### src/rtl/ff_serial_pkg.sv
// Shared types and defaults for the serial data link transmitter.
package ff_serial_pkg;

   typedef enum logic {IDLE, SHIFT} ser_state_t;

   localparam int DEF_WIDTH = 4;

endpackage

### src/rtl/ff_bit_counter.sv
// Loadable down-counter with a zero flag. It holds at zero instead of wrapping.
module ff_bit_counter #(
   parameter int WIDTH = 4,
   localparam int CW = $clog2(WIDTH)
) (
   input  logic          clk,
   input  logic          rst,
   input  logic          load,
   input  logic          dec,
   input  logic [CW-1:0] load_val,
   output logic [CW-1:0] count,
   output logic          zero
);

   logic [CW-1:0] cnt_q, cnt_d;

   always_comb begin
      cnt_d = cnt_q;
      if (load)
         cnt_d = load_val;
      else if (dec && (cnt_q != '0))
         cnt_d = cnt_q - 1'b1;
   end

   always_ff @(posedge clk or negedge rst) begin
      if (!rst) cnt_q <= '0;
      else      cnt_q <= cnt_d;
   end

   assign count = cnt_q;
   assign zero  = (cnt_q == '0);

endmodule

### src/rtl/ff_piso_serializer.sv
// Parallel-in/serial-out transmitter. It accepts a word on valid/ready and
// shifts it out one bit per clock.
module ff_piso_serializer
   import ff_serial_pkg::*;
#(
   parameter int WIDTH     = DEF_WIDTH,
   parameter bit LSB_FIRST = 1'b0,
   localparam int CW = $clog2(WIDTH)
) (
   input  logic             clk,
   input  logic             rst,
   input  logic [WIDTH-1:0] din,
   input  logic             din_valid,
   output logic             din_ready,
   output logic             sdo,
   output logic             sdo_valid,
   output logic             done,
   output logic             busy
);

   localparam logic [CW-1:0] LAST = CW'(WIDTH - 1);

   ser_state_t       state_q, state_d;
   logic [WIDTH-1:0] shreg_q, shreg_d;
   logic             rdy_en_q, rdy_en_d;
   logic             cnt_load, cnt_dec, cnt_zero;
   logic [CW-1:0]    cnt;
   logic             accept;

   ff_bit_counter #(.WIDTH(WIDTH)) u_cnt (
      .clk      (clk),
      .rst      (rst),
      .load     (cnt_load),
      .dec      (cnt_dec),
      .load_val (LAST),
      .count    (cnt),
      .zero     (cnt_zero)
   );

   // din_ready stays low through reset and rises on the first edge after release.
   assign din_ready = rdy_en_q && ((state_q == IDLE) || cnt_zero);
   assign accept    = din_valid && din_ready;

   always_comb begin
      state_d  = state_q;
      shreg_d  = shreg_q;
      rdy_en_d = 1'b1;
      cnt_load = 1'b0;
      cnt_dec  = 1'b0;
      case (state_q)
         IDLE: begin
            if (accept) begin
               shreg_d  = din;
               cnt_load = 1'b1;
               state_d  = SHIFT;
            end
         end
         SHIFT: begin
            if (accept) begin
               shreg_d  = din;
               cnt_load = 1'b1;
            end else begin
               shreg_d = LSB_FIRST ? {1'b0, shreg_q[WIDTH-1:1]}
                                   : {shreg_q[WIDTH-2:0], 1'b0};
               cnt_dec = 1'b1;
               if (cnt_zero) state_d = IDLE;
            end
         end
         default: state_d = IDLE;
      endcase
   end

   always_ff @(posedge clk or negedge rst) begin
      if (!rst) begin
         state_q  <= IDLE;
         shreg_q  <= '0;
         rdy_en_q <= 1'b0;
      end else begin
         state_q  <= state_d;
         shreg_q  <= shreg_d;
         rdy_en_q <= rdy_en_d;
      end
   end

   assign busy      = (state_q == SHIFT);
   assign sdo_valid = busy;
   assign sdo       = busy && (LSB_FIRST ? shreg_q[0] : shreg_q[WIDTH-1]);
   assign done      = busy && cnt_zero;

endmodule

### config.mk
export PLATFORM = sky130hd
export DESIGN_NAME = ff_piso_serializer
export DESIGN_NICKNAME = d
export VERILOG_FILES = /design/src/rtl/ff_serial_pkg.sv /design/src/rtl/ff_bit_counter.sv /design/src/rtl/ff_piso_serializer.sv
export SDC_FILE = /design/constraint.sdc
export NUM_CORES = 1
export LEC_CHECK = 0
export CORE_AREA = 2 2 39 41
export CTS_BUF_LIST = sky130_fd_sc_hd__clkbuf_4 sky130_fd_sc_hd__clkbuf_8 sky130_fd_sc_hd__clkbuf_16
export DETAILED_ROUTE_END_ITERATION = 10
export DIE_AREA = 0 0 41 43
export PLACE_DENSITY_LB_ADDON = 0.05
export SETUP_SLACK_MARGIN = 0.5
export SKIP_LAST_GASP = 1
export SYNTH_ARGS = -nofsm -noshare
export SYNTH_HDL_FRONTEND = slang
export SYNTH_SLANG_ARGS = --single-unit
export TNS_END_PERCENT = 100
### constraint.sdc
create_clock -name clk -period 1.15 [get_ports clk]
set_input_delay 0.23 -clock clk [delete_from_list [all_inputs] [get_ports clk]]
set_output_delay 0.23 -clock clk [all_outputs]
set_load 0.01 [all_outputs]
==> results.ini, run 1 <==
[detailed_routing]
via_density = 4.31
routed_vias = 306
drcViolationCount = 0
wire_per_inst_microns = 10.9
ant_nets = 0
drtIter0Drc = 0
drt_pre_antenna_iters = 1
final_routed_wirelength_across_all_metal_layers_microns = 773

[cts]
clock_path_buffers = 2
htreeDepth = 1
cts_hold_buf = 0
tritoncts = done
cts_bufs_inserted = 3
path_clk_slew_ps = 50
clock_insertion_delay_worst_skew_ps = 260
clock_sink_count = 8
cts.root.buffer_cell = sky130_fd_sc_hd__clkbuf_4

[floorplan]
start_util = 0.297
die_x_extent_microns = 41
row_count = 14
dieArea_sq_um = 1760
ioPinCount = 12
core_sq_um = 1380
die_h_microns = 43

[timing]
timing.final.crit_period_ps = 1410
final.setup_skew_ps = 0.829
timing.final.hold_violations = 0
grt_setup_unrepaired = yes
finalMaxSlewViolations = 0
finalCritPeriodShare = 1.23
fin_setup_tns_ps = -1870
clock.fmax_mhz = 709
setup_viol = 12
postLayoutSetupSlackWorst_ps = -260

[place]
post_dp_cell_area_sq_um = 584
finalWeightedCongestion = 0.597
place.detailed.hpwl_microns = 562
io_buffers = 11

[synthesis]
synth_cells = 31
mappedNetlistNets = 39
synth_area_sq_um = 410
synthDistinctLibCells = 14
post_synthesis_sequential_area_ratio = 0.488
count_of_synthesis_stage_warnings_from_yosys = 0
yosys_register_bits = 8
postSynthAreaPerCell_sq_um = 13.2

[power_and_ir_drop]
power_per_cell_area_nw_per_um2 = 2650
total_leakage_power_nw = 0.336
ir_drop_uv = 983

[worst_setup_path]
cp-end-kind = output port
worst-path-max-fanout = 2
worstPathRequired_ps = 920
cp-start-kind = flip-flop
cp.arrival_ps = 1180
critical_path_class = flip-flop to output port

[finish]
synthToLayoutAreaGrowth_pct = 64.6
num_antenna_cells = 0
stdcell_area_sq_um = 676
drive_gt1_frac = 0.564
design.final.nets = 64

[global_route]
grt_first_pass_wirelength_microns = 1160
overflow = 0
via_count_of_the_first_global_routing_pass = 281
number_of_antenna_violations_at_the_first_check_in_global_routing = 0
grt_start_max_net_pins = 9
globalRouteTotalUtil = 0.114

[status]
violations_in_the_final_reports = negative setup slack
run_status = finished, violations left

[worst_hold_path]
hp-class = input port to async pin

[job]
cap_violations = 0

==> metal layers <==
| metal | part of all wire | track usage | vias to the layer above | wire length (microns) |
|---|---|---|---|---|
| li1 | - | - | 149 | - |
| met1 | 0.35 | 0.0960 | 144 | 270 |
| met2 | 0.54 | 0.169 | 9 | 416 |
| met3 | 0.067 | 0.0785 | 4 | 52 |
| met4 | 0.044 | 0.100 | 0 | 34 |
| met5 | 0 | 0 | - | 0 |
==> synth_stat cells (all sizes together) <==
library cell,instances,area [sq um]
and2,3,18.8
and2b,1,7.51
buf,1,7.51
conb,1,3.75
dfrtp,8,200
ha,1,12.5
inv,2,7.51
mux2,7,93.8
nand2,3,11.3
nand2b,1,13.8
nand3,1,17.5
o211ai,1,7.51
xnor2,1,8.76
==> stage by stage <==
stage / setup slack, ps / total power (W) / util / std cells / hold WS (ps)
final: -260 / 0.00179 / 0.488 / 71 / 246
after global routing: -319 / 0.00194 / 0.488 / 71 / 283
after floorplan: -91.1 / 0.000993 / - / 31 / -65.6
after global placement: -391 / 0.00129 / 0.422 / 62 / 499
after detailed placement: -403 / 0.00132 / 0.422 / 62 / 523
after CTS: -271 / 0.00171 / 0.466 / 69 / 263
==> sequential cells by signal, indices dropped and copies added, names as in the netlist <==
name,cells
u_cnt.count,2
rdy_en_q,1
shreg_q,4
busy,1
==> where the power goes <==
group / total (W) / internal [W] / switching (W)
Clock: 0.000259 / 0.000157 / 0.000103
Sequential: 0.000460 / 0.000402 / 0.0000582
Combinational: 0.00107 / 0.000690 / 0.000384
Total: 0.00179 / 0.00125 / 0.000545
==> worst max-delay path, stage by stage, from the launching register on <==
cell and delay (ps):
sky130_fd_sc_hd__dfrtp_1 350, sky130_fd_sc_hd__inv_2 50, sky130_fd_sc_hd__ha_4 150, sky130_fd_sc_hd__nand2b_4 130
sky130_fd_sc_hd__and2_4 130, sky130_fd_sc_hd__buf_6 110
==> cells by family after synthesis <==
logic type / after synthesis / synth area share
flip-flops: 8 / 0.488
multiplexers: 7 / 0.229
AO/OA/AOI/OAI: 1 / 0.0183
other: 1 / 0.00914
buffers and inverters: 3 / 0.0366
AND/OR/NAND/NOR: 9 / 0.168
XOR/XNOR: 1 / 0.0213
adder cells (fa/ha/maj): 1 / 0.0305
==> area by class of cell <==
cell class	count	area, sq um
Fill cell	133	708
Multi-Input combinational cell	20	213
Timing Repair Buffer	21	204
Sequential cell	8	201
Clock buffer	4	30.0
Tap cell	16	20.0
Inverter	2	7.51
==> worst paths after layout <==
| path | from | to | slack [ps] | depth (start not counted) |
|---|---|---|---|---|
| worst max register to register | u_cnt.count[0] | shreg_q[1] | -230 | 6 |
| max in group asynchronous | rst | busy | 620 | 1 |
| worst max-delay path | u_cnt.count[1] | din_ready | -260 | 5 |
| worst min-delay path | rst | rdy_en_q | 250 | 1 |
| worst min register to register | u_cnt.count[1] | u_cnt.count[1] | 530 | 2 |
| min in group clk | u_cnt.count[1] | u_cnt.count[1] | 530 | 2 |
==> timing repair <==
item / CTS / global route
buffers inserted: 3 / 2
pin swaps: 3 / 0
gates cloned: 0 / 0
setup endpoints to repair: 12 / 12
resized for setup: 27 / 4
==> placed cells by master (no fill, tap or decap), types with 2 or more instances in the layout <==
cell,Yosys,final
sky130_fd_sc_hd__clkdlybuf4s50_1,0,6
sky130_fd_sc_hd__dfrtp_1,8,7
sky130_fd_sc_hd__and2_4,0,2
sky130_fd_sc_hd__mux2_1,3,3
sky130_fd_sc_hd__mux2_4,4,4
sky130_fd_sc_hd__buf_4,1,5
sky130_fd_sc_hd__inv_2,0,2
sky130_fd_sc_hd__nand2_1,3,3
sky130_fd_sc_hd__clkbuf_4,0,4
sky130_fd_sc_hd__buf_6,0,9
Note: power is estimated with default switching activity, not from simulation.
==> run 2, diff against run 1 <==
SYNTH_HIERARCHICAL = 1   (was not set)
==> run 2 against run 1 <==
Against the previous run:
- the flow still finishes with violations (negative setup slack)
- utilization up 7.2 points
- global-route usage rose by 1.3 points
- area after synthesis rose by 14%
- critical path depth grew 2
- sequential power decreased by 2%
- die area unchanged
==> results.ini, run 2 <==
[place]
place.detailed.hpwl_microns = 683  ; was 562 microns
io_buffers = 11  ; unchanged
finalWeightedCongestion = 0.648  ; was 0.597
dp_cells = 70  ; was 62

[worst_setup_path]
critical_path_class = flip-flop to flip-flop  ; was flip-flop to output port
worst-r2r-cell-count = 7  ; was 6
cp-start-kind = flip-flop  ; unchanged
cp-end-kind = flip-flop  ; was output port
timing.rr.start = u_cnt/count[0]  ; was u_cnt.count[0]
worstPathRequired_ps = 1320  ; was 920 ps
timing.reg2reg.setup_slack_ps = -550  ; was -230 ps
reg2reg_to = u_cnt/count[1]  ; was shreg_q[1]
worst-path-max-fanout = 3  ; was 2
cp.arrival_ps = 1870  ; was 1180 ps

[finish]
num_antenna_cells = 0  ; unchanged
layout.cells.most_common = sky130_fd_sc_hd__buf_6  ; unchanged
largest_register_ff_count = 4  ; unchanged
post_layout_nonfiller_instances = 81  ; was 71
regMostFlops = shreg_q  ; unchanged
multi_input_area_sq_um = 295  ; was 213 sq um
most-common-layout-cells = 9 x sky130_fd_sc_hd__buf_6, 8 x sky130_fd_sc_hd__buf_4, 7 x sky130_fd_sc_hd__dfrtp_1  ; was 9 x sky130_fd_sc_hd__buf_6, 7 x sky130_fd_sc_hd__dfrtp_1, 6 x sky130_fd_sc_hd__clkdlybuf4s50_1
drive_gt1_frac = 0.662  ; was 0.564
seqCellArea_sq_um = 201  ; unchanged
synthToLayoutAreaGrowth_pct = 65.3  ; was 64.6%
design.final.nets = 74  ; was 64
fillers = 110  ; was 133

[power_and_ir_drop]
ir_drop_uv = 1150  ; was 983 uV
power_per_cell_area_nw_per_um2 = 2600  ; was 2650 nW/um^2
total_leakage_power_nw = 0.374  ; was 0.336 nW
finalPower_w = 0.00202  ; was 0.00179 W

[cts]
cts_bufs_inserted = 3  ; unchanged
clock_sink_count = 8  ; unchanged
cts_hold_buf = 0  ; unchanged
htreeDepth = 1  ; unchanged
clock_insertion_delay_worst_skew_ps = 270  ; was 260 ps
cts.root.buffer_cell = sky130_fd_sc_hd__clkbuf_4  ; unchanged
tritoncts = done  ; unchanged
clock_path_buffers = 2  ; unchanged
path_clk_slew_ps = 60  ; was 50 ps

[detailed_routing]
ant_nets = 0  ; unchanged
drcViolationCount = 0  ; unchanged
drt_pre_antenna_iters = 2  ; was 1
drtIter0Drc = 3  ; was 0
wire_per_inst_microns = 12.9  ; was 10.9 microns
via_density = 4.47  ; was 4.31
final_routed_wirelength_across_all_metal_layers_microns = 1040  ; was 773 microns
routed_vias = 362  ; was 306

[synthesis]
netlist_top_cells_area = sky130_fd_sc_hd__dfrtp_1 43%, sky130_fd_sc_hd__mux2_4 13%, sky130_fd_sc_hd__mux2_2 7.2%  ; was sky130_fd_sc_hd__dfrtp_1 49%, sky130_fd_sc_hd__mux2_4 15%, sky130_fd_sc_hd__mux2_1 8.2%
post-synth-top-area-fraction = 0.427  ; was 0.488
synth_cells = 38  ; was 31
synth_top_area_cell = sky130_fd_sc_hd__dfrtp_1  ; unchanged
synth.most_common_cell = sky130_fd_sc_hd__dfrtp_1  ; unchanged
netlist_top_cells_count = 8 x sky130_fd_sc_hd__dfrtp_1, 4 x sky130_fd_sc_hd__mux2_4, 4 x sky130_fd_sc_hd__nand2_1  ; was 8 x sky130_fd_sc_hd__dfrtp_1, 4 x sky130_fd_sc_hd__mux2_4, 3 x sky130_fd_sc_hd__and2_1, 3 x sky130_fd_sc_hd__mux2_1, 3 x sky130_fd_sc_hd__nand2_1
async_reset_ff_frac = 1.00  ; unchanged
synth_top_flop_cell = sky130_fd_sc_hd__dfrtp_1  ; unchanged
synthDistinctLibCells = 18  ; was 14
synth_area_sq_um = 469  ; was 410 sq um
yosys_register_bits = 8  ; unchanged
synth_edf_count = 0  ; unchanged
post_synthesis_sequential_area_ratio = 0.427  ; was 0.488
count_of_synthesis_stage_warnings_from_yosys = 6  ; was 0
postSynthAreaPerCell_sq_um = 12.3  ; was 13.2 sq um

[timing]
timing.final.crit_period_ps = 1700  ; was 1410 ps
final.setup_skew_ps = 5.11  ; was 0.829 ps
finalCritPeriodShare = 1.48  ; was 1.23
fin_setup_tns_ps = -3370  ; was -1870 ps
timing.final.hold_violations = 0  ; unchanged
setup_viol = 11  ; was 12
hold-worst-slack_ps = 247  ; was 246 ps
finalMaxSlewViolations = 0  ; unchanged
grt_setup_unrepaired = yes  ; unchanged
postLayoutSetupSlackWorst_ps = -550  ; was -260 ps
clock.fmax_mhz = 588  ; was 709 MHz

[global_route]
globalRouteTotalUtil = 0.128  ; was 0.114
grt_start_max_net_pins = 9  ; unchanged
number_of_antenna_violations_at_the_first_check_in_global_routing = 0  ; unchanged
overflow = 0  ; unchanged
via_count_of_the_first_global_routing_pass = 349  ; was 281
grt_first_pass_wirelength_microns = 1440  ; was 1160 microns

[job]
cap_violations = 0  ; unchanged

[floorplan]
ioPinCount = 12  ; unchanged
core_sq_um = 1380  ; unchanged
die_x_extent_microns = 41  ; unchanged
start_util = 0.339  ; was 0.297
die_h_microns = 43  ; unchanged
dieArea_sq_um = 1760  ; unchanged
row_count = 14  ; unchanged

[worst_hold_path]
hp-class = input port to async pin  ; unchanged

[status]
violations_in_the_final_reports = negative setup slack  ; unchanged
run_status = finished, violations left  ; unchanged

## run 2: per-layer routing
| metal | up-vias | global-route usage | wire length, microns |
|---|---|---|---|
| met5 | - | 0 | 0 |
| met4 | 0 | 0.100 | 28 |
| li1 | 176 | - | - |
| met1 | 172 | 0.150 | 446 |
| met3 | 4 | 0.0314 | 48 |
| met2 | 10 | 0.188 | 518 |
## run 2: area by class of cell
type                       count  share of cell area
tap                           16              0.0258
clock buffer                   4              0.0387
multi-input combinational     28               0.381
timing repair buffer          23               0.285
inverter                       2             0.00968
sequential                     8               0.260
## run 2: cell families after synthesis
kind of cell / Yosys count / synth area share
and+or+nand+nor: 15 / 0.237
other: 1 / 0.00799
muxes: 7 / 0.200
adders and majority gates: 1 / 0.0267
AOI/OAI and AO/OA: 2 / 0.0453
buffers and inverters: 4 / 0.0560
DFF: 8 / 0.427
## run 2: what timing repair did
item	CTS	global route
setup endpoints to repair	12	12
pin swaps	1	1
buffers inserted	5	2
gates resized for setup	27	11
## run 2: metrics by stage
stage / utilization / instance area (sq um) / worst slack [ps]
3_3_place_gp: 0.458 / 634 / -505
2_1_floorplan: - / 485 / -577
5_1_grt: 0.561 / 776 / -577
6_report: 0.561 / 776 / -550
4_1_cts: 0.518 / 717 / -532
3_5_place_dp: 0.458 / 634 / -554
## run 2: critical path: stages, from the launching register on
cell and delay, ps:
sky130_fd_sc_hd__dfrtp_1 360, sky130_fd_sc_hd__inv_2 50, sky130_fd_sc_hd__ha_4 150, sky130_fd_sc_hd__nand2b_4 140
sky130_fd_sc_hd__nor2b_4 130, sky130_fd_sc_hd__and2b_2 220, sky130_fd_sc_hd__or4b_4 490, sky130_fd_sc_hd__o311ai_4 80
## run 2: worst max path at each step
stage               cells past startpoint           start             end  slack, ps
floorplan                               8  u_cnt/count[0]  u_cnt/count[1]       -580
global placement                        7  u_cnt/count[1]  u_cnt/count[1]       -510
detailed placement                      7  u_cnt/count[1]  u_cnt/count[1]       -550
CTS                                     7  u_cnt/count[0]  u_cnt/count[1]       -530
global route                            7  u_cnt/count[1]  u_cnt/count[1]       -580
finish                                  7  u_cnt/count[0]  u_cnt/count[1]       -550
## run 2: report_power, final
part           switching (W)  total, W  internal, W
logic               0.000454   0.00130     0.000842
clock network       0.000115  0.000272     0.000158
registers          0.0000543  0.000451     0.000397
total               0.000622   0.00202      0.00140
==> run 3, diff against run 2 <==
CORE_AREA = 5 5 42 44   (was 2 2 39 41)
DIE_AREA = 0 0 47 49   (was 0 0 41 43)
==> run 3 against run 2 <==
Against the previous run:
- the flow still finishes with violations (negative setup slack)
- power rose by 2.8%
- routed wire length rose by 2.3%
- die area rose by 31%
- worst hold slack got worse by 3.1 ps
- fmax rose by 1.3%
- largest power group unchanged
- highest routed layer unchanged
==> results.ini, run 3 (synthesized netlist as in run 2, its figures left out) <==
[status]
run_status = finished, violations left  ; unchanged
violations_in_the_final_reports = negative setup slack  ; unchanged

[cts]
clock_path_buffers = 2  ; unchanged
clock_insertion_delay_worst_skew_ps = 270  ; about the same
cts.root.buffer_cell = sky130_fd_sc_hd__clkbuf_4  ; unchanged
path_clk_slew_ps = 60  ; about the same
htreeDepth = 1  ; unchanged
clock_sink_count = 8  ; unchanged
tritoncts = done  ; unchanged
cts_bufs_inserted = 3  ; unchanged

[floorplan]
ioPinCount = 12  ; unchanged
start_util = 0.335  ; was 0.339
row_count = 14  ; unchanged
die_x_extent_microns = 47  ; was 41 microns
die_h_microns = 49  ; was 43 microns
dieArea_sq_um = 2300  ; was 1760 sq um
core_sq_um = 1400  ; was 1380 sq um

[timing]
clock.fmax_mhz = 596  ; was 588 MHz
finalMaxSlewViolations = 0  ; unchanged
grt_setup_unrepaired = yes  ; unchanged
final.setup_skew_ps = 11.8  ; was 5.11 ps
fin_setup_tns_ps = -3620  ; was -3370 ps
finalCritPeriodShare = 1.46  ; was 1.48
postLayoutSetupSlackWorst_ps = -529  ; was -550 ps
timing.final.crit_period_ps = 1680  ; was 1700 ps
timing.final.hold_violations = 0  ; unchanged
setup_viol = 11  ; unchanged

[worst_setup_path]
crit_path_max_delay_cell_type = sky130_fd_sc_hd__or4b_4  ; unchanged
worst_path_largest_cell_delay_ps = 460  ; was 490 ps
worstPathRequired_ps = 1310  ; was 1320 ps
cp-start-kind = flip-flop  ; unchanged
timing.critical_path.from = u_cnt/count[0]  ; unchanged
timing.rr.start = u_cnt/count[0]  ; unchanged
worst-r2r-cell-count = 7  ; unchanged
crit_path_cell_trace = inv_2, ha_4, nand2b_4, nor2b_4, and2b_2, or4b_4, o311ai_2  ; was inv_2, ha_4, nand2b_4, nor2b_4, and2b_2, or4b_4, o311ai_4
worst-path-max-fanout = 3  ; unchanged
reg2reg_to = u_cnt/count[1]  ; unchanged
cp-end-kind = flip-flop  ; unchanged
timing.reg2reg.setup_slack_ps = -530  ; was -550 ps
cp.arrival_ps = 1840  ; was 1870 ps
critical_path_class = flip-flop to flip-flop  ; unchanged

[finish]
num_antenna_cells = 0  ; unchanged
fillers = 128  ; was 110
design.final.nets = 76  ; was 74
most-common-layout-cells = 10 x sky130_fd_sc_hd__buf_6, 9 x sky130_fd_sc_hd__buf_4, 7 x sky130_fd_sc_hd__dfrtp_1  ; was 9 x sky130_fd_sc_hd__buf_6, 8 x sky130_fd_sc_hd__buf_4, 7 x sky130_fd_sc_hd__dfrtp_1
regMostFlops = shreg_q  ; unchanged
largest_register_ff_count = 4  ; unchanged
drive_gt1_frac = 0.672  ; was 0.662
synthToLayoutAreaGrowth_pct = 67.5  ; was 65.3%
layout.cells.most_common = sky130_fd_sc_hd__buf_6  ; unchanged

[global_route]
overflow = 0  ; unchanged
grt_start_max_net_pins = 9  ; unchanged
via_count_of_the_first_global_routing_pass = 387  ; was 349
globalRouteTotalUtil = 0.0993  ; was 0.128
number_of_antenna_violations_at_the_first_check_in_global_routing = 0  ; unchanged
grt_first_pass_wirelength_microns = 1550  ; was 1440 microns

[detailed_routing]
routed_vias = 374  ; was 362
via_density = 4.51  ; was 4.47
drtIter0Drc = 3  ; unchanged
drcViolationCount = 0  ; unchanged
final_routed_wirelength_across_all_metal_layers_microns = 1070  ; was 1040 microns
drt_pre_antenna_iters = 3  ; was 2
ant_nets = 0  ; unchanged
wire_per_inst_microns = 12.8  ; was 12.9 microns

[power_and_ir_drop]
power_per_cell_area_nw_per_um2 = 2640  ; was 2600 nW/um^2
ir_drop_uv = 1070  ; was 1150 uV
finalPower_w = 0.00208  ; was 0.00202 W
total_leakage_power_nw = 0.383  ; was 0.374 nW

[place]
finalWeightedCongestion = 0.736  ; was 0.648
place.detailed.hpwl_microns = 726  ; was 683 microns
io_buffers = 11  ; unchanged

[worst_hold_path]
hp-class = input port to async pin  ; unchanged

[job]
cap_violations = 0  ; unchanged

-- run 3: cell count changes in the layout (fill, tap and decap cells not counted), sizes merged --
cell	previous run	this run
buf	17	19
-- run 3: report_power, final --
| group | switching (W) | internal [W] | leakage (nW) | total, W |
|---|---|---|---|---|
| Combinational | 0.000448 | 0.000901 | 0.267 | 0.00135 |
| Clock | 0.000107 | 0.000157 | 0.0184 | 0.000264 |
| Sequential | 0.0000648 | 0.000398 | 0.0976 | 0.000463 |
| Total | 0.000620 | 0.00146 | 0.383 | 0.00208 |
-- run 3: worst max path at each step --
stage / endpoint / cells after the start
after global routing: u_cnt/count[1] / 7
after global placement: u_cnt/count[1] / 7
after CTS: u_cnt/count[1] / 7
after floorplan: u_cnt/count[1] / 8
after detailed placement: u_cnt/count[1] / 7
final: u_cnt/count[1] / 7
-- run 3: metrics by stage --
stage	hold slack, ps	instance area [sq um]	std cells	worst slack [ps]	utilization
2_1_floorplan	-65.6	485	40	-577	-
4_1_cts	264	741	80	-526	0.529
3_5_place_dp	533	634	70	-562	0.453
5_1_grt	265	786	83	-585	0.561
6_report	244	786	83	-529	0.561
3_3_place_gp	516	634	70	-499	0.453
-- run 3: cell type report --
type / instances / area [sq um] / share of cell area
multi-input combinational: 28 / 287 / 0.365
timing repair buffer: 25 / 240 / 0.306
sequential: 8 / 201 / 0.256
clock buffer: 4 / 30.0 / 0.0382
tap: 16 / 20.0 / 0.0255
inverter: 2 / 7.51 / 0.00955
-- run 3: per-layer routing --
layer | share of wire | vias up | global-route usage
met5 | 0 | - | 0
met4 | 0.039 | 0 | 0.0645
met3 | 0.062 | 5 | 0.0443
met2 | 0.53 | 10 | 0.163
met1 | 0.36 | 176 | 0.0944
li1 | - | 183 | -
-- run 3: timing repair --
action                                  in CTS  in global routing
hold buffers                                 0                  0
gates resized for setup                     30                  9
pin swaps                                    0                  1
buffers inserted                             6                  3
endpoints found under the setup margin      12                 12
-- run 3: critical path, delay by kind of cell (launching register included) --
family	cells	cell delay, ps
buffers and inverters	1	50
and+or+nand+nor	4	940
adders and majority gates	1	150
AOI/OAI and AO/OA	1	80
DFF	1	360
==> RTL change 1 (settings of run 1) <==
Make the reset (`rst`) synchronous in 2 clocked blocks.
--- a/src/rtl/ff_bit_counter.sv
+++ b/src/rtl/ff_bit_counter.sv
@@ -22,7 +22,7 @@
          cnt_d = cnt_q - 1'b1;
    end
 
-   always_ff @(posedge clk or negedge rst) begin
+   always_ff @(posedge clk) begin
       if (!rst) cnt_q <= '0;
       else      cnt_q <= cnt_d;
    end
--- a/src/rtl/ff_piso_serializer.sv
+++ b/src/rtl/ff_piso_serializer.sv
@@ -70,7 +70,7 @@
       endcase
    end
 
-   always_ff @(posedge clk or negedge rst) begin
+   always_ff @(posedge clk) begin
       if (!rst) begin
          state_q  <= IDLE;
          shreg_q  <= '0;
Check against the original RTL: differs if rst is asserted again (counterexample within 4 cycles, from zero or initial values and one cycle with rst low); with rst held inactive, the same outputs for 10 cycles.
==> RTL change 1 against run 1 <==
Critical path depth is the same. Synthesized area shrank 4.3%. Routed wire length grew 34%. The run still ends with negative setup slack left. Sequential cell count is the same. Worst setup slack gained 0.0094 ns. Critical path type unchanged. Final area grew 10%.
Power is not compared: it rests on default switching activity, and its combinational part moved more than twofold at a synthesized area within 25%.
==> RTL change 1: results (changes against run 1) <==
asr flop ratio synth=0% (was 100%); # setup viols final=12 (unchanged); Crit Path Max Fanout=3 (was 2); DR pass1 iterations=2 (was 1); placed insts=70 (was 62); R2R Path End=shreg_q[1]$_SDFFE_PN0P_ (was shreg_q[1]$_DFFE_PN0P_); reg-to-reg slack, setup=-0.21 ns (was -0.23 ns); Final Wtd Congestion=0.636 (was 0.597); number of global-route vias before repair=354 (was 281); Net Count, Synth=45 (was 39); mux share of post-synthesis cell area=11.5% (was 22.9%); register area share after synthesis=40.8% (was 48.8%); worst setup margin=-0.251 ns (was -0.260 ns); setup_tns=-1.61 ns (was -1.87 ns); Final #Nets=75 (was 64); Register-to-Register Path Depth=8 (was 6); post-DR wirelength/cell=12.6 um (was 10.9 um); share of layout cells above drive strength 1=66.7% (was 56.4%); synth unique cells=19 (was 14); total routed wirelength=1.03 mm (was 773 um); Post-Synth Adder-Cell Area=3.18% (was 3.05%); failing checks=negative setup slack (unchanged); Hold WS=0.362 ns (was 0.246 ns); DP Area=587 um^2 (was 584 um^2); beginning of the worst register-to-register path=u_cnt.count[1]$_SDFFE_PN0P_ (was u_cnt.count[0]$_DFFE_PN0P_); worst slack, placed=-0.350 ns (was -0.403 ns); Avg Inst Size Synth=10.6 um^2 (was 13.2 um^2); Synth Area in XOR/XNOR=2.23% (was 2.13%); Initial DRC Count=1 (was 0); Vias/cell=4.60 (was 4.31); run status=finished, violations left (unchanged); Overall Global Routing Usage=12.6% (was 11.4%)
RTL change 1: how the worst max path moves through the flow:
stage	start	end	slack (ns)	cells past startpoint
floorplan	u_cnt.count[0]$_SDFFE_PN0P_	u_cnt.count[1]$_SDFFE_PN0P_	0.02	5
CTS	u_cnt.count[0]$_SDFFE_PN0P_	din_ready	-0.24	5
global route	u_cnt.count[0]$_SDFFE_PN0P_	din_ready	-0.31	5
detailed placement	u_cnt.count[1]$_SDFFE_PN0P_	din_ready	-0.35	5
finish	u_cnt.count[0]$_SDFFE_PN0P_	din_ready	-0.25	5
global placement	u_cnt.count[1]$_SDFFE_PN0P_	din_ready	-0.34	5
RTL change 1: power groups by stage:
stage / Combinational, mW / Sequential (mW) / Clock (mW)
after floorplan: 0.0924 / 0.316 / 0
after global placement: 0.162 / 0.316 / 0
after detailed placement: 0.169 / 0.317 / 0
final: 0.237 / 0.312 / 0.268
after global routing: 0.258 / 0.315 / 0.296
after CTS: 0.206 / 0.312 / 0.272
RTL change 1: worst max-delay path, cell delays in order, from the launching register on:
cell and delay, ns:
dfxtp_2 0.33, inv_2 0.04, ha_4 0.15, nand2b_4 0.13
and2_4 0.13, buf_6 0.11
RTL change 1: per-layer routing:
layer / share of wire (%) / wire [um] / track usage (%)
met2: 52 / 533 / 17.2
met4: 1.4 / 14 / 8.00
met5: 0 / 0 / 0
met3: 5.3 / 55 / 3.14
met1: 42 / 430 / 16.9
RTL change 1: what timing repair did:
action / CTS / global route
pin swaps: 5 / 4
endpoints found under the setup margin: 13 / 12
setup buffers: 3 / 5
gates resized for setup: 41 / 7
hold endpoints to repair: 0 / 0
RTL change 1: final cells by class:
cell class	count	area (um^2)
clock buffers	4	30.0
fillers	124	638
inverters	2	7.51
multi-input cells	25	270
flip-flops and latches	8	166
well taps	16	20.0
repair buffers	27	251
==> RTL change 2 (settings of run 1) <==
Made on the original files. The package constant `DEF_WIDTH` goes from 4 to 8.
--- a/src/rtl/ff_serial_pkg.sv
+++ b/src/rtl/ff_serial_pkg.sv
@@ -3,7 +3,7 @@
 
    typedef enum logic {IDLE, SHIFT} ser_state_t;
 
-   localparam int DEF_WIDTH = 4;
+   localparam int DEF_WIDTH = 8;
 
 endpackage
 
Ports: changed (resized din); port bits go from 12 to 16. No check against the original RTL was run, so the function may have changed too.
==> RTL change 2 against run 1 <==
The run still ends with negative setup slack left. Sequential cell count grew 5. Power up 39%. Final area is 55% higher. Largest power group unchanged. Synthesized area grew 70%. Clock power up 23%. Routed wire length increased by 66%. Critical path type unchanged. First-iteration DRC count rose by 2. Sequential power is 61% higher. Worst setup slack worse by 0.083 ns.
==> RTL change 2: results (changes against run 1) <==
worst slack, placed=-0.482 ns (was -0.403 ns); Net Count, Synth=71 (was 39); pin count of the biggest net entering global routing=14 (was 9); Buffers on Ports=15 (was 11); Final #Nets=104 (was 64); P_leak=0.534 nW (was 0.336 nW); reg-to-reg slack, setup=-0.33 ns (was -0.23 ns); Overall Global Routing Usage=17.8% (was 11.4%); Worst path max stage delay=0.40 ns (was 0.35 ns); worst setup margin=-0.343 ns (was -0.260 ns); synth unique cells=18 (was 14); Final Wtd Congestion=0.711 (was 0.597); Synth area leaders=dfrtp_1 47%, mux2_2 14%, mux2_4 11%, buf_6 4.8%, ha_1 3.6% (was dfrtp_1 49%, mux2_4 15%, mux2_1 8.2%, and2_1 4.6%, nand3_4 4.3%); number of global-route vias before repair=496 (was 281); # fillers=105 (was 133); # setup viols final=17 (was 12); clk slew on worst S/H paths=0.08 ns (was 0.05 ns); routing usage on met1=23.6% (was 9.60%); met2 WL=666 um (was 416 um); run status=finished, violations left (unchanged); Post-DP HPWL=812 um (was 562 um); Met1 Wirelength=554 um (was 270 um); CP arrival=1.26 ns (was 1.18 ns); worst skew pair latency=0.28 ns (was 0.26 ns); Vias/cell=4.93 (was 4.31); Hold WS=0.245 ns (was 0.246 ns); failing checks=negative setup slack (unchanged); Commonest cells post-synth=13 x dfrtp_1, 9 x mux2_2, 5 x mux2_4, 5 x nand2_1, 4 x inv_1 (was 8 x dfrtp_1, 4 x mux2_4, 3 x and2_1, 3 x mux2_1, 3 x nand2_1); first-pass GRT wire length=2.08 mm (was 1.16 mm); met3 usage=4.71% (was 7.85%)
-- RTL change 2: changes by cell type after synthesis, moves of 3 or more --
cell	delta
dfrtp_1	+5
mux2_2	+9
buf_6	+3
mux2_1	-3
o21ai_0	+3
-- RTL change 2: cell families after synthesis --
family	Yosys count	share of synthesized area (%)
flops	13	46.5
fa+ha+maj	2	3.58
simple gates	13	10.0
buf+inv	8	8.05
compound gates	6	4.65
other cells	1	0.536
mux	15	26.7
-- RTL change 2: worst paths after layout --
kind,cells past startpoint,start,end
worst max register to register,6,u_cnt.count[0]$_DFFE_PN0P_,shreg_q[4]$_DFFE_PN0P_
worst max-delay path,6,u_cnt.count[0]$_DFFE_PN0P_,din_ready
worst min register to register,2,shreg_q[0]$_DFFE_PN0P_,shreg_q[0]$_DFFE_PN0P_
worst min-delay path,2,rst,u_cnt.count[2]$_DFFE_PN0P_
max in group asynchronous,2,rst,busy$_DFF_PN0_
min in group clk,3,din[0],shreg_q[0]$_DFFE_PN0P_
-- RTL change 2: final cells by class --
| class | instances | area share [%] |
|---|---|---|
| multi-input combinational | 38 | 35.2 |
| sequential | 13 | 31.3 |
| timing repair buffer | 31 | 27.3 |
| clock buffer | 4 | 2.87 |
| tap | 16 | 1.92 |
| inverter | 4 | 1.44 |
-- RTL change 2: per-stage QoR --
step	cell area, um^2	std cells	setup TNS (ns)
after floorplan	721	58	-1.40
after global placement	928	96	-6.27
after detailed placement	928	96	-6.64
after CTS	1020	105	-4.37
after global routing	1040	106	-4.70
final	1040	106	-4.01
-- RTL change 2: worst max-delay path: cells and delay by family, from the launching register on --
family	cells	cell delay [ns]
DFF	1	0.40
and+or+nand+nor	3	0.25
buffers and inverters	2	0.17
adders and majority gates	1	0.15
